$ cat src/rtl/tow_pkg.sv
`default_nettype none
// ============================================================================
// Module      : tow_pkg
// Description : Shared types and default sizing for the tug-of-war playfield.
// Revision    : 1.0 - initial release
// ============================================================================
package tow_pkg;

  // Playfield round state
  typedef enum logic [1:0] {
    PLAY = 2'd0,
    HOLD = 2'd1,
    DONE = 2'd2
  } tow_state_t;

  // Default playfield width (odd, >= 3) and blank hold-off after a win (>= 1)
  localparam int DEF_NUM_LIGHTS  = 9;
  localparam int DEF_HOLD_CYCLES = 4;

endpackage
`default_nettype wire

$ cat src/rtl/hold_timer.sv
`default_nettype none
// ============================================================================
// Module      : hold_timer
// Description : Post-win hold-off down-counter. Loaded with HOLD_CYCLES on a
//               win; done marks the last hold cycle so the playfield leaves
//               HOLD on the following edge.
// Revision    : 1.0 - initial release
// ============================================================================
module hold_timer #(
  parameter int HOLD_CYCLES = 4
) (
  input  logic clk,
  input  logic Reset,
  input  logic load,
  output logic done
);

  localparam int CW = $clog2(HOLD_CYCLES + 1);
  localparam logic [CW-1:0] C_LOAD = CW'(HOLD_CYCLES);
  localparam logic [CW-1:0] C_ONE  = CW'(1);

  logic [CW-1:0] r_count;

  // Load on win, then count down to zero and stay there
  always_ff @(posedge clk) begin
    if (Reset) begin
      r_count <= '0;
    end else if (load) begin
      r_count <= C_LOAD;
    end else if (r_count != '0) begin
      r_count <= r_count - C_ONE;
    end
  end

  // Count of one means the current cycle is the last blank cycle
  assign done = (r_count == C_ONE);

endmodule
`default_nettype wire

$ cat src/rtl/tow_playfield.sv
`default_nettype none
// ============================================================================
// Module      : tow_playfield
// Description : Tug-of-war playfield controller. Moves a one-hot rope light
//               one step per qualified press, pulses left_win/right_win (which
//               feed the score counters' incr inputs) when the rope is pulled
//               off an end, blanks the field for HOLD_CYCLES and then restarts
//               at centre, or parks blank in DONE when frozen.
// Revision    : 1.0 - initial release
// ============================================================================
module tow_playfield
  import tow_pkg::*;
#(
  parameter int NUM_LIGHTS  = DEF_NUM_LIGHTS,
  parameter int HOLD_CYCLES = DEF_HOLD_CYCLES
) (
  input  logic                  clk,
  input  logic                  Reset,
  input  logic                  L_press,
  input  logic                  R_press,
  input  logic                  freeze,
  output logic [NUM_LIGHTS-1:0] lights,
  output logic                  left_win,
  output logic                  right_win,
  output logic                  playing
);

  localparam int PW = $clog2(NUM_LIGHTS);
  localparam logic [PW-1:0]         C_CENTRE   = PW'(NUM_LIGHTS / 2);
  localparam logic [PW-1:0]         C_LEFT_POS = PW'(NUM_LIGHTS - 1);
  localparam logic [PW-1:0]         C_POS_ONE  = PW'(1);
  localparam logic [NUM_LIGHTS-1:0] C_LIGHT1   = NUM_LIGHTS'(1);

  tow_state_t       r_state;
  logic [PW-1:0]    r_pos;

  logic             w_l_only;
  logic             w_r_only;
  logic             w_left_win;
  logic             w_right_win;
  logic             w_win;
  logic             w_hold_done;
  logic [PW-1:0]    w_pos_inc;
  logic [PW-1:0]    w_pos_dec;

  // Simultaneous presses cancel; only a lone press counts
  assign w_l_only    = L_press & ~R_press;
  assign w_r_only    = R_press & ~L_press;
  assign w_left_win  = (r_state == PLAY) && w_l_only && (r_pos == C_LEFT_POS);
  assign w_right_win = (r_state == PLAY) && w_r_only && (r_pos == '0);
  assign w_win       = w_left_win | w_right_win;
  assign w_pos_inc   = r_pos + C_POS_ONE;
  assign w_pos_dec   = r_pos - C_POS_ONE;

  hold_timer #(
    .HOLD_CYCLES (HOLD_CYCLES)
  ) u_hold_timer (
    .clk   (clk),
    .Reset (Reset),
    .load  (w_win),
    .done  (w_hold_done)
  );

  // Round state machine with registered lights, win pulses and playing flag
  always_ff @(posedge clk) begin
    if (Reset) begin
      r_state   <= PLAY;
      r_pos     <= C_CENTRE;
      lights    <= C_LIGHT1 << C_CENTRE;
      playing   <= 1'b1;
      left_win  <= 1'b0;
      right_win <= 1'b0;
    end else begin
      left_win  <= 1'b0;
      right_win <= 1'b0;
      unique case (r_state)
        PLAY: begin
          if (w_win) begin
            left_win  <= w_left_win;
            right_win <= w_right_win;
            lights    <= '0;
            playing   <= 1'b0;
            r_state   <= HOLD;
          end else if (w_l_only) begin
            r_pos  <= w_pos_inc;
            lights <= C_LIGHT1 << w_pos_inc;
          end else if (w_r_only) begin
            r_pos  <= w_pos_dec;
            lights <= C_LIGHT1 << w_pos_dec;
          end
        end
        HOLD: begin
          // freeze only matters on the last blank cycle
          if (w_hold_done) begin
            if (freeze) begin
              r_state <= DONE;
            end else begin
              r_state <= PLAY;
              r_pos   <= C_CENTRE;
              lights  <= C_LIGHT1 << C_CENTRE;
              playing <= 1'b1;
            end
          end
        end
        DONE: begin
          lights  <= '0;
          playing <= 1'b0;
        end
        default: begin
          r_state <= PLAY;
          r_pos   <= C_CENTRE;
          lights  <= C_LIGHT1 << C_CENTRE;
          playing <= 1'b1;
        end
      endcase
    end
  end

endmodule
`default_nettype wire

$ cat config.mk
export PLATFORM = sky130hd
export DESIGN_NAME = tow_playfield
export DESIGN_NICKNAME = d
export VERILOG_FILES = /design/src/rtl/tow_pkg.sv /design/src/rtl/hold_timer.sv /design/src/rtl/tow_playfield.sv
export SDC_FILE = /design/constraint.sdc
export NUM_CORES = 1
export LEC_CHECK = 0
export CELL_PAD_IN_SITES_DETAIL_PLACEMENT = 1
export CELL_PAD_IN_SITES_GLOBAL_PLACEMENT = 1
export CORE_UTILIZATION = 41
export DETAILED_ROUTE_END_ITERATION = 10
export GPL_ROUTABILITY_DRIVEN = 0
export PLACE_DENSITY_LB_ADDON = 0.1
export SLEW_MARGIN = 20
export SYNTH_ARGS = -nofsm -noshare
export SYNTH_HDL_FRONTEND = slang
export SYNTH_HIERARCHICAL = 1
export SYNTH_SLANG_ARGS = --single-unit
$ cat constraint.sdc
create_clock -name clk -period 2.5 [get_ports clk]
set_input_delay 0.25 -clock clk [delete_from_list [all_inputs] [get_ports clk]]
set_output_delay 0.25 -clock clk [all_outputs]
set_load 0.02 [all_outputs]
---- Yosys cells after proc, flatten, opt, wreduce, memory -nomap -nowiden ----
Cells that the tools add are included.
word-level totals
  output and inout bits ................... 12
  input port bits ......................... 5
  register bits ........................... 21
cells by class
  bitwise gates (word level) .............. 8
  muxes and demuxes ....................... 22
  add/subtract/negate cells ............... 3
  reduce and logical (&&, ||, !) cells .... 14
  equal/unequal tests ..................... 10
  shifts and indexed selects .............. 2
operator list
  cell                 number
  $mux 9               5
  $pmux 9 s3           1
  $mux 4               5
  $shl 1x4->9 const A  2
  $pmux 4 s3           1
  $reduce_and 3->1     3
  $mux 2               3
  $mux 3               2
  $pmux 2 s3           1
  $not 1->1            5
  $reduce_and 5->1     1
  $add 4x1->4 const B  1
  $eq 4x4->1 const B   1
  $logic_and 1x1->1    4
  $logic_not 4->1      1
  $ne 2x1->1 const B   2
  $ne 2x2->1 const B   2
  $ne 4x3->1 const B   1
  $sub 4x1->4 const B  1
  $eq 3x1->1 const B   1
  $mux 1               3
  $ne 3x3->1 const B   1
  $pmux 1 s3           1
  $reduce_bool 3->1    1
  9 further kinds      10

---- Logic depth before layout (Yosys ltp) ----
Gate-level depths: netlist (run 1).
  depth in word-level cells ............... 7
  mapped depth ............................ 9
  depth with buffers taken out ............ 9

---- Hierarchy ----
Netlist (run 1), hierarchy kept.
modules (own cells, without submodules)
  module         area an instance (µm²)  instances  cells an instance
  tow_playfield  1034.7                  1          106
  hold_timer     180.2                   1          18

---- Least setup slack after synthesis (run 1) ----
OpenSTA, ideal clock, no wires.
  path type ............................... input-to-reg
  from .................................... input port R_press
  to ...................................... register r_pos[3]
  library setup time ...................... 0.071 ns
  cell stages on the path ................. 9
  arrival time ............................ 2.041 ns
  setup slack ............................. 0.388 ns
  path through ............................ inv_1 > ha_1 > inv_1 > ha_1 > and3_1 > or2_1 > xnor2_1 > or3_1 > a21oi_1
between the ends
  word-level cells in the longest chain between the ends .. 7
  elaborated cells between the ends (all ways) .. 14
RTL lines
  item                            line                 text
  from (decl)                     tow_playfield.sv:20  input logic R_press,
  $not 1->1                       tow_playfield.sv:47  assign w_l_only = L_press & ~R_press;
  $and 1x1->1                     tow_playfield.sv:47
  $logic_and 1x1->1 (2 in a row)  tow_playfield.sv:49  assign w_left_win = (r_state == PLAY) && w_l_only && (r_pos == C_LEFT_POS);
  $or 1x1->1                      tow_playfield.sv:51  assign w_win = w_left_win | w_right_win;
  $ne 2x2->1 (no line)            n/a
  $reduce_and 5->1 (no line)      n/a
  to (signal assigned)            tow_playfield.sv:85  r_pos <= w_pos_inc;
  to (signal assigned)            tow_playfield.sv:88  r_pos <= w_pos_dec;
  to (decl)                       tow_playfield.sv:35  logic [PW-1:0] r_pos;
Several ways; a longest one is shown, not always the timed one. The select of a mux whose other input is x is not followed.
A chain may end at the register's enable or synchronous reset.

---- Worst setup path after layout (run 1) ----
  from .................................... input port R_press
  to ...................................... register lights[6]
between the ends
  word-level cells in the longest chain between the ends .. 7
  elaborated cells between the ends (all ways) .. 13
RTL lines
  item                                                             line                 text
  $not 1->1                                                        tow_playfield.sv:47
  $and 1x1->1                                                      tow_playfield.sv:47
  $logic_and 1x1->1 (2 in a row)                                   tow_playfield.sv:49
  $or 1x1->1                                                       tow_playfield.sv:51
  $ne 4x3->1 (no line) / $mux 9 (equally long branches)            n/a
  $reduce_and 3->1 (no line) / $pmux 9 s3 (equally long branches)  n/a
  to (signal assigned)                                             tow_playfield.sv:69  lights <= C_LIGHT1 << C_CENTRE;
  to (signal assigned)                                             tow_playfield.sv:86  lights <= C_LIGHT1 << w_pos_inc;
  to (signal assigned)                                             tow_playfield.sv:89  lights <= C_LIGHT1 << w_pos_dec;
  to (decl)                                                        tow_playfield.sv:22  output logic [NUM_LIGHTS-1:0] lights,
Several ways; a longest one is shown, not always the timed one.

==> results.yml, run 1 <==
logic_synthesis:
  synth_commonest_cells: "21 x dfxtp_1, 13 x inv_1, 11 x ha_1"
  yosysMostFrequentCell: "dfxtp_1"
  synth_seq_cells: 21
  synth_largest_area_cell: "dfxtp_1"
  syn_area_sq_mm: 0.00121
  synth_top_cell_area_share_pct: 34.6
  async_flop_share_pct: 0
  synth-edff-count: 0
  synthCells: 124
  syn-num-nets: 141
  synthTopCellsByArea: "dfxtp_1 35%, ha_1 11%, a32o_1 4.1%"
  ys_types: 49
  yosysSeqAreaShare_pct: 34.6
  yosys_warnings: 6
  ys.flop_type: "dfxtp_1"
  syn_avg_cell_area_sq_um: 9.80
placed_design:
  hpwl_um: 2440
  dp.cells: 176
  pre_cts_ws_ns: -0.196
  portBuffers: 16
pwr:
  ir_drop_v: 0.000527
  p_per_area_mw_per_mm2: 861
  p_int_uw: 745
  p_leak_nw: 0.630
  power.share.sequential_pct: 35.8
  clkPwrFrac_pct: 13.7
  comb_power_share_pct: 50.5
  switching_share_pct: 41.5
  p_switching_uw: 529
route:
  routed_wl_um: 3070
  firstDrtPassIters: 3
  ant_nets: 0
  wl_met1_um: 1330
  dr.max_layer_used: "met4"
  drc_errors: 0
  vias: 1003
  routed_via_density: 5.57
  wl_per_cell_um: 17.1
  drtIter0Drc: 29
  met2_length_um: 1640
  wl_met3_um: 37
clocking:
  postCtsSetupBuffers: 0
  clk_latency_ns: 0.32
  ctsHoldBuffers: 0
  clk_pin_slew_ns: 0.12
  ctsResizeCount: 0
  cts-root-buf: "clkbuf_4"
  h-tree-depth: 1
  cts.sinks: 21
  cts_tree: "yes"
  cts_buffers: 3
  clock_tree.buffer_depth: 2
critical_path:
  startpoint_type: "input pin"
  crit_path_end_kind: "flop"
  required_ns: 2.77
  crit_arrival_ns: 2.63
  crit_type: "in2reg"
  cp_max_fo: 6
final_layout:
  layout.area.seq_sq_um: 420
  drive_above_1_share_pct: 18.1
  area_growth_pct: 21.7
  nFillCells: 322
  fin_util_pct: 53.2
  multi_input_area_sq_um: 731
  final_cells: 180
  final_net_count: 167
  n_antenna_cell: 0
floorplanning:
  die_h_um: 56.4
  rows: 19
  ios: 17
  start_util_pct: 43.7
  fp.coreArea_sq_mm: 0.00278
  die-area_sq_mm: 0.00318
  die_w_um: 56.4
timing:
  fin_crit_sh_pct: 94.5
  post-route-min-period_ns: 2.36
  fmax_mhz: 423
  relSlewSlack_pct: 72.5
  fin_ws_ns: 0.138
  slew_viol_final: 0
  setup_viol: 0
  skew_ns: 0.00175
  hold_viol: 0
  worst_pin_slew_ns: 0.412
  rsz0062_at_grt: "false"
grt:
  grt_max_degree: 16
  antenna_found_initial: 0
  grt_usage_pct: 21.4
  grt_overflow_total: 0
  grt_pass1_wl_um: 5180
  grt_pass1_vias: 1045
run_status:
  status: "finished clean"
hold_path:
  hp-class: "reg2reg"
run:
  cap_violations: 0
logic make-up after synthesis:
group | synth area share [%]
AOI/OAI and AO/OA | 21.0
DFF | 34.6
buffers and inverters | 5.25
xor gates and xnor gates | 2.88
muxes | 2.06
adders and majority gates | 13.0
and+or+nand+nor | 21.2
per-layer routing:
layer  track usage [%]  vias up
li1                  -      490
met1              25.1      500
met2              38.8        8
met3              2.07        5
met4              9.41        0
met5                 0        -
layout make-up:
cell class | count | area share [%]
inverter | 13 | 3.30
clock inverter | 1 | 0.338
sequential | 21 | 28.4
tap | 31 | 2.62
timing repair buffer | 23 | 14.4
multi-input combinational | 88 | 49.4
clock buffer | 3 | 1.52
final timing paths:
kind	from	to	slack, ns	depth (start not counted)
setup / recovery	R_press	lights[6]$_SDFFE_PP0P_	0.14	10
hold / removal	lights[8]$_SDFFE_PP0P_	lights[8]$_SDFFE_PP0P_	0.48	1
setup reg to reg	r_pos[0]$_SDFFE_PP0P_	lights[8]$_SDFFE_PP0P_	0.41	7
hold reg to reg	lights[8]$_SDFFE_PP0P_	lights[8]$_SDFFE_PP0P_	0.48	1
power by group through the flow:
| stage | Combinational (mW) | Clock, mW | Sequential (mW) |
|---|---|---|---|
| after floorplan | 0.442 | 0 | 0.463 |
| after CTS | 0.648 | 0.184 | 0.455 |
| after global routing | 0.705 | 0.197 | 0.465 |
| after global placement | 0.605 | 0 | 0.456 |
| final | 0.643 | 0.174 | 0.456 |
| after detailed placement | 0.644 | 0 | 0.463 |
worst max-delay path: stages:
cell	delay, ns
clkdlybuf4s50_1	0.49
inv_1	0.05
ha_1	0.19
inv_1	0.10
ha_1	0.27
and3_1	0.22
o21ai_0	0.25
o22ai_2	0.15
nor4b_4	0.44
a32o_1	0.23
through the flow:
stage	TNS, ns	cell area (sq um)	power [mW]	hold slack (ns)
floorplan	0	1210	0.905	0.322
global placement	-0.321	1450	1.06	0.450
detailed placement	-1.28	1450	1.11	0.454
CTS	0	1480	1.29	0.484
global route	0	1480	1.37	0.493
finish	0	1480	1.27	0.482
sequential cells by signal (all words and copies together), names as in the netlist:
signal / count
lights: 9
r_pos: 4
u_hold_timer/r_count: 3
r_state: 2
left_win: 1
playing: 1
right_win: 1
layout by cell type, fill, tap and decap left out, drive strengths merged, types with 4 or more instances in the layout:
cell type,Yosys,final
a32o,6,6
dfxtp,21,21
clkdlybuf4s50,0,16
inv,13,13
nand2,6,6
buf,1,7
a21oi,6,6
nor2,9,9
and2,4,4
ha,11,11
(Power assumes the default switching activity.)
==> inputs of run 2 (changes only) <==
- CAP_MARGIN: unset -> 25
- CTS_CLUSTER_DIAMETER: unset -> 100
==> results of run 2 <==
The final DEF is identical to that of run 1; final timing and power are the same.
==> inputs of run 3 (changes only) <==
- GPL_TIMING_DRIVEN: unset -> 0
==> run 3 against run 2 <==
Sequential power fell by 3%. Critical path depth did not move. Clock-buffer cell count did not move. Sequential cell count did not move. Die area did not move. Register-to-register slack improved by 0.06 ns. Worst setup slack got worse by 0.052 ns. Global-route usage fell by 2.2 points. Clock power fell by 2%.
==> results.yml, run 3 (synthesis results as in run 1) <==
run_status:
  status: "finished clean"
grt:
  grt_overflow_total: 0
  grt_util_met3_pct: 2.07
  grt_pass1_wl_um: 4840
  grtUsageMet2_pct: 33.1
  grt_max_degree: 13
  grt_usage_pct: 19.1
  antenna_found_initial: 0
  grt_pass1_vias: 1056
  busiest_layer: "met2"
  grtUsageMet1_pct: 24.0
placed_design:
  hpwl_um: 2100
  portBuffers: 16
route:
  firstDrtPassIters: 4
  routed_via_density: 5.65
  drc_errors: 0
  vias: 994
  ant_nets: 0
  wl_per_cell_um: 15.3
  drtIter0Drc: 10
  routed_wl_um: 2700
critical_path:
  required_ns: 2.71
  crit_arrival_ns: 2.63
  cp_max_fo: 6
  worstSetupStartpoint: "L_press"
  startpoint_type: "input pin"
  crit_type: "in2reg"
  crit_path_end_kind: "flop"
  r2r_start: "r_pos[1]$_SDFFE_PP0P_"
floorplanning:
  fp.coreArea_sq_mm: 0.00278
  die-area_sq_mm: 0.00318
  start_util_pct: 43.7
  die_w_um: 56.4
  rows: 19
  die_h_um: 56.4
  ios: 17
timing:
  setup_viol: 0
  fmax_mhz: 414
  post-route-min-period_ns: 2.41
  hold_viol: 0
  whs_ns: 0.475
  rsz0062_at_grt: "false"
  worst_pin_slew_ns: 0.464
  skew_ns: 0.00441
  setup_tns_ns: 0
  slew_viol_final: 0
  fin_crit_sh_pct: 96.5
  relSlewSlack_pct: 69.0
final_layout:
  regMostFlops: "lights"
  final_net_count: 163
  fin_util_pct: 53.4
  final_common_cell: "dfxtp_1"
  drive_above_1_share_pct: 17.9
  largest_register_ff_count: 9
  layout_common_cells: "21 x dfxtp_1, 16 x clkdlybuf4s50_1, 13 x inv_1"
  largestRegisters: "lights x9, r_pos x4, u_hold_timer/r_count x3"
  area_growth_pct: 22.2
  n_antenna_cell: 0
clocking:
  ctsHoldBuffers: 0
  cts-root-buf: "clkbuf_4"
  h-tree-depth: 1
  cts.sinks: 21
  cts_tree: "yes"
  clk_latency_ns: 0.31
  clock_tree.buffer_depth: 2
  clk_pin_slew_ns: 0.12
  cts_buffers: 3
hold_path:
  hp-class: "reg2reg"
  hp-start: "playing$_SDFFE_PP1P_"
run:
  cap_violations: 0
pwr:
  p_leak_nw: 0.616
  ir_drop_v: 0.000541
  p_per_area_mw_per_mm2: 850
==> run 3: cell count changes in the layout (fill, tap and decap cells not counted), sizes merged <==
cell    change
clkbuf      +1
buf         -5
==> run 3: timing repair <==
action / 4_1_cts / 5_1_grt
pin swaps: 1 / 1
setup buffers: 1 / 0
endpoints found under the setup margin: 6 / 9
endpoints found under the hold margin: 0 / 0
gates resized for setup: 1 / 5
==> run 3: final timing paths <==
check | end | slack (ns) | depth (start not counted)
setup / recovery | lights[3]$_SDFFE_PP0P_ | 0.09 | 10
hold / removal | playing$_SDFFE_PP1P_ | 0.48 | 2
setup reg to reg | lights[3]$_SDFFE_PP0P_ | 0.47 | 7
hold reg to reg | playing$_SDFFE_PP1P_ | 0.48 | 2
==> run 3: area by class of cell <==
cell class | count | area (sq um)
Tap cell | 31 | 38.8
Fill cell | 320 | 1300
Sequential cell | 21 | 420
Multi-Input combinational cell | 88 | 767
Clock inverter | 1 | 5.00
Inverter | 13 | 48.8
Clock buffer | 3 | 22.5
Buffer | 2 | 15.0
Timing Repair Buffer | 17 | 168
==> run 3: metal layers <==
| metal | wire length (um) | part of all wire, % | up-vias |
|---|---|---|---|
| met5 | 0 | 0 | - |
| met4 | 43 | 1.6 | 0 |
| met3 | 60 | 2.2 | 6 |
| met2 | 1360 | 50 | 18 |
| met1 | 1240 | 46 | 486 |
| li1 | - | - | 484 |
==> run 3: power by group <==
group          internal (mW)  total, mW  switching [mW]
clock network         0.0598      0.170           0.110
registers              0.394      0.441          0.0472
logic                  0.289      0.652           0.363
total                  0.742       1.26           0.520
==> run 3: per-stage QoR <==
step           setup slack, ns  total power [mW]  area (sq um)  std cells
6_report                0.0865              1.26          1490        176
5_1_grt                 0.0105              1.35          1490        176
4_1_cts                 0.0108              1.25          1450        176
3_5_place_dp            -0.343              1.07          1410        171
3_3_place_gp            -0.326              1.04          1410        171
2_1_floorplan            0.388             0.905          1210        124
==> run 3: critical path: stages <==
cell	delay (ns)
clkdlybuf4s50_1	0.52
ha_4	0.20
inv_1	0.10
ha_1	0.35
and3_1	0.22
or2_4	0.29
o22ai_2	0.21
nor4b_4	0.06
buf_4	0.16
a32o_2	0.25
==> RTL edit, RTL diff (settings of run 2) <==
The package constant `DEF_HOLD_CYCLES` goes from 4 to 2.
--- a/src/rtl/tow_pkg.sv
+++ b/src/rtl/tow_pkg.sv
@@ -16,5 +16,5 @@
   // Default playfield width (odd, >= 3) and blank hold-off after a win (>= 1)
   localparam int DEF_NUM_LIGHTS  = 9;
-  localparam int DEF_HOLD_CYCLES = 4;
+  localparam int DEF_HOLD_CYCLES = 2;
 
 endpackage
Function: changed (Yosys sat finds a counterexample within 10 cycles, from zero or initial values and one cycle with Reset high).
==> RTL edit against run 2 <==
Wire length fell by 21%; design area fell by 7.9%; sequential cell count fell by 1; total power fell by 22%; area after synthesis fell by 9.1%; non-clock buffer count did not move; setup slack improved by 26 ps; hold slack got worse by 10 ps; critical endpoint is now lights[7]$_SDFFE_PP0P_; largest power group unchanged.
==> RTL edit: results (changes against run 2) <==
LOGIC SYNTHESIS
----------------------------------------------------------------------------------------
Yosys cell types                                                                      46   was 49
Number of standard cells after synthesis                                             112   was 124
Xor-xnor portion of the synthesized cell area                                      2.38%   was 2.88%
Synthesized-area fraction occupied by ao, oa, aoi and oai cells                    21.5%   was 21.0%
Portion of netlist area occupied by mux cells                                      2.27%   was 2.06%
Leading post-synthesis cells by cell area                                   dfxtp_1 (36%), ha_1 (9.1%), a32o_1 (4.5%)   was dfxtp_1 (35%), ha_1 (11%), a32o_1 (4.1%)
Most frequent cells after synthesis                                         dfxtp_1 (20), inv_1 (11), ha_1 (8)   was dfxtp_1 (21), inv_1 (13), ha_1 (11)
Sequential-to-total area share from yosys stat                                     36.2%   was 34.6%
Net Count, Synth                                                                     126   was 141
Fraction of synthesis flops using an asynchronous set or reset pin                    0%   unchanged

SETUP PATH
----------------------------------------------------------------------------------------
Data arrival, critical path                                                      2570 ps   was 2630 ps
Highest cell delay on the worst timing path                                       480 ps
Slowest stage cell on the critical path                                     clkdlybuf4s50_1   unchanged
Category of cells accounting for the largest share of critical-path delay   compound AO/OA/AOI/OAI gates   was simple AND/OR/NAND/NOR gates
Maximum fanout along the worst path                                                    6   unchanged

OUTCOME
----------------------------------------------------------------------------------------
Outcome                                                                     finished, final reports clean   unchanged

PLACEMENT
----------------------------------------------------------------------------------------
Placed cell count                                                                    163   was 176
# port buffers                                                                        16   unchanged
Setup slack after placement                                                      -189 ps   was -196 ps
Final HPWL from detailed placement                                               1.91 mm   was 2.44 mm

GLOBAL ROUTE
----------------------------------------------------------------------------------------
Wire length of the first global-routing pass                                     3.95 mm   was 5.18 mm
Overall global routing resource usage                                              19.2%   was 21.4%
Vias in the first global route                                                       849   was 1045
Maximum number of pins on one net before global-route repair                          15   was 16

LAYOUT
----------------------------------------------------------------------------------------
Count of nets after finishing                                                        152   was 167
Fraction of layout cells with a size suffix above 1                                18.4%   was 18.1%
Regs by FF count                                                            lights (9), r_pos (4)   was lights (9), r_pos (4), u_hold_timer/r_count (3)

ROUTING
----------------------------------------------------------------------------------------
Number of iterations in the first detailed-routing pass                                4   was 3
Number of vias in the routed layout                                                  913   was 1003
Number of vias per cell                                                             5.50   was 5.57
DRC violation total after the first TritonRoute iteration                             16   was 29

STA
----------------------------------------------------------------------------------------
Final setup viols                                                                      0   unchanged
Relative max-transition margin                                                     73.3%   was 72.5%
Clk_skew                                                                         3.43 ps   was 1.75 ps

CLOCK NETWORK
----------------------------------------------------------------------------------------
Master cell of the clock root buffer                                            clkbuf_4   unchanged
Clock latency at the later pin of the worst-skew pair                             290 ps   was 320 ps
CTS H-tree depth                                                                       1   unchanged
PostCTS Resize Cnt                                                                     0   unchanged

POWER AND IR DROP
----------------------------------------------------------------------------------------
Largest voltage drop on the vdd net                                             0.398 mV   was 0.527 mV
Leak pwr                                                                        0.571 nW   was 0.630 nW

RTL edit: cells by family after synthesis:
kind of cell / after synthesis
buf+inv: 13
mux: 2
fa+ha+maj: 9
compound gates: 27
xor+xnor: 3
simple gates: 38
flops: 20
RTL edit: per-layer routing:
metal	vias up	global-route usage, %	wire (microns)
met5	-	0	0
met4	0	6.58	15
met3	2	3.39	110
met2	27	31.7	1130
met1	432	24.9	1170
li1	452	-	-
RTL edit: per-stage QoR:
stage	hold slack (ps)	instance area, sq um
global placement	442	1340
detailed placement	454	1340
CTS	477	1360
finish	472	1360
global route	495	1360
floorplan	322	1100
RTL edit: worst paths after layout:
path / startpoint / endpoint / slack [ps] / cells after the start
max: R_press / lights[7]$_SDFFE_PP0P_ / 160 / 10
min: u_hold_timer/r_count[0]$_SDFFE_PP0P_ / u_hold_timer/r_count[0]$_SDFFE_PP0P_ / 470 / 1
max reg2reg: r_pos[0]$_SDFFE_PP0P_ / lights[0]$_SDFFE_PP0P_ / 400 / 7
min reg2reg: u_hold_timer/r_count[0]$_SDFFE_PP0P_ / u_hold_timer/r_count[0]$_SDFFE_PP0P_ / 470 / 1
RTL edit: power by group:
part,internal [mW],switching [mW],total (mW)
Sequential,0.356,0.0412,0.397
Combinational,0.205,0.245,0.450
Clock,0.0559,0.0894,0.145
Total,0.617,0.376,0.993
RTL edit: cell type report:
class                      count  area [sq um]
timing repair buffer          23           213
sequential                    20           400
multi-input combinational     79           648
clock buffer                   3          22.5
inverter                      11          41.3
fill                         301          1160
tap                           30          37.5
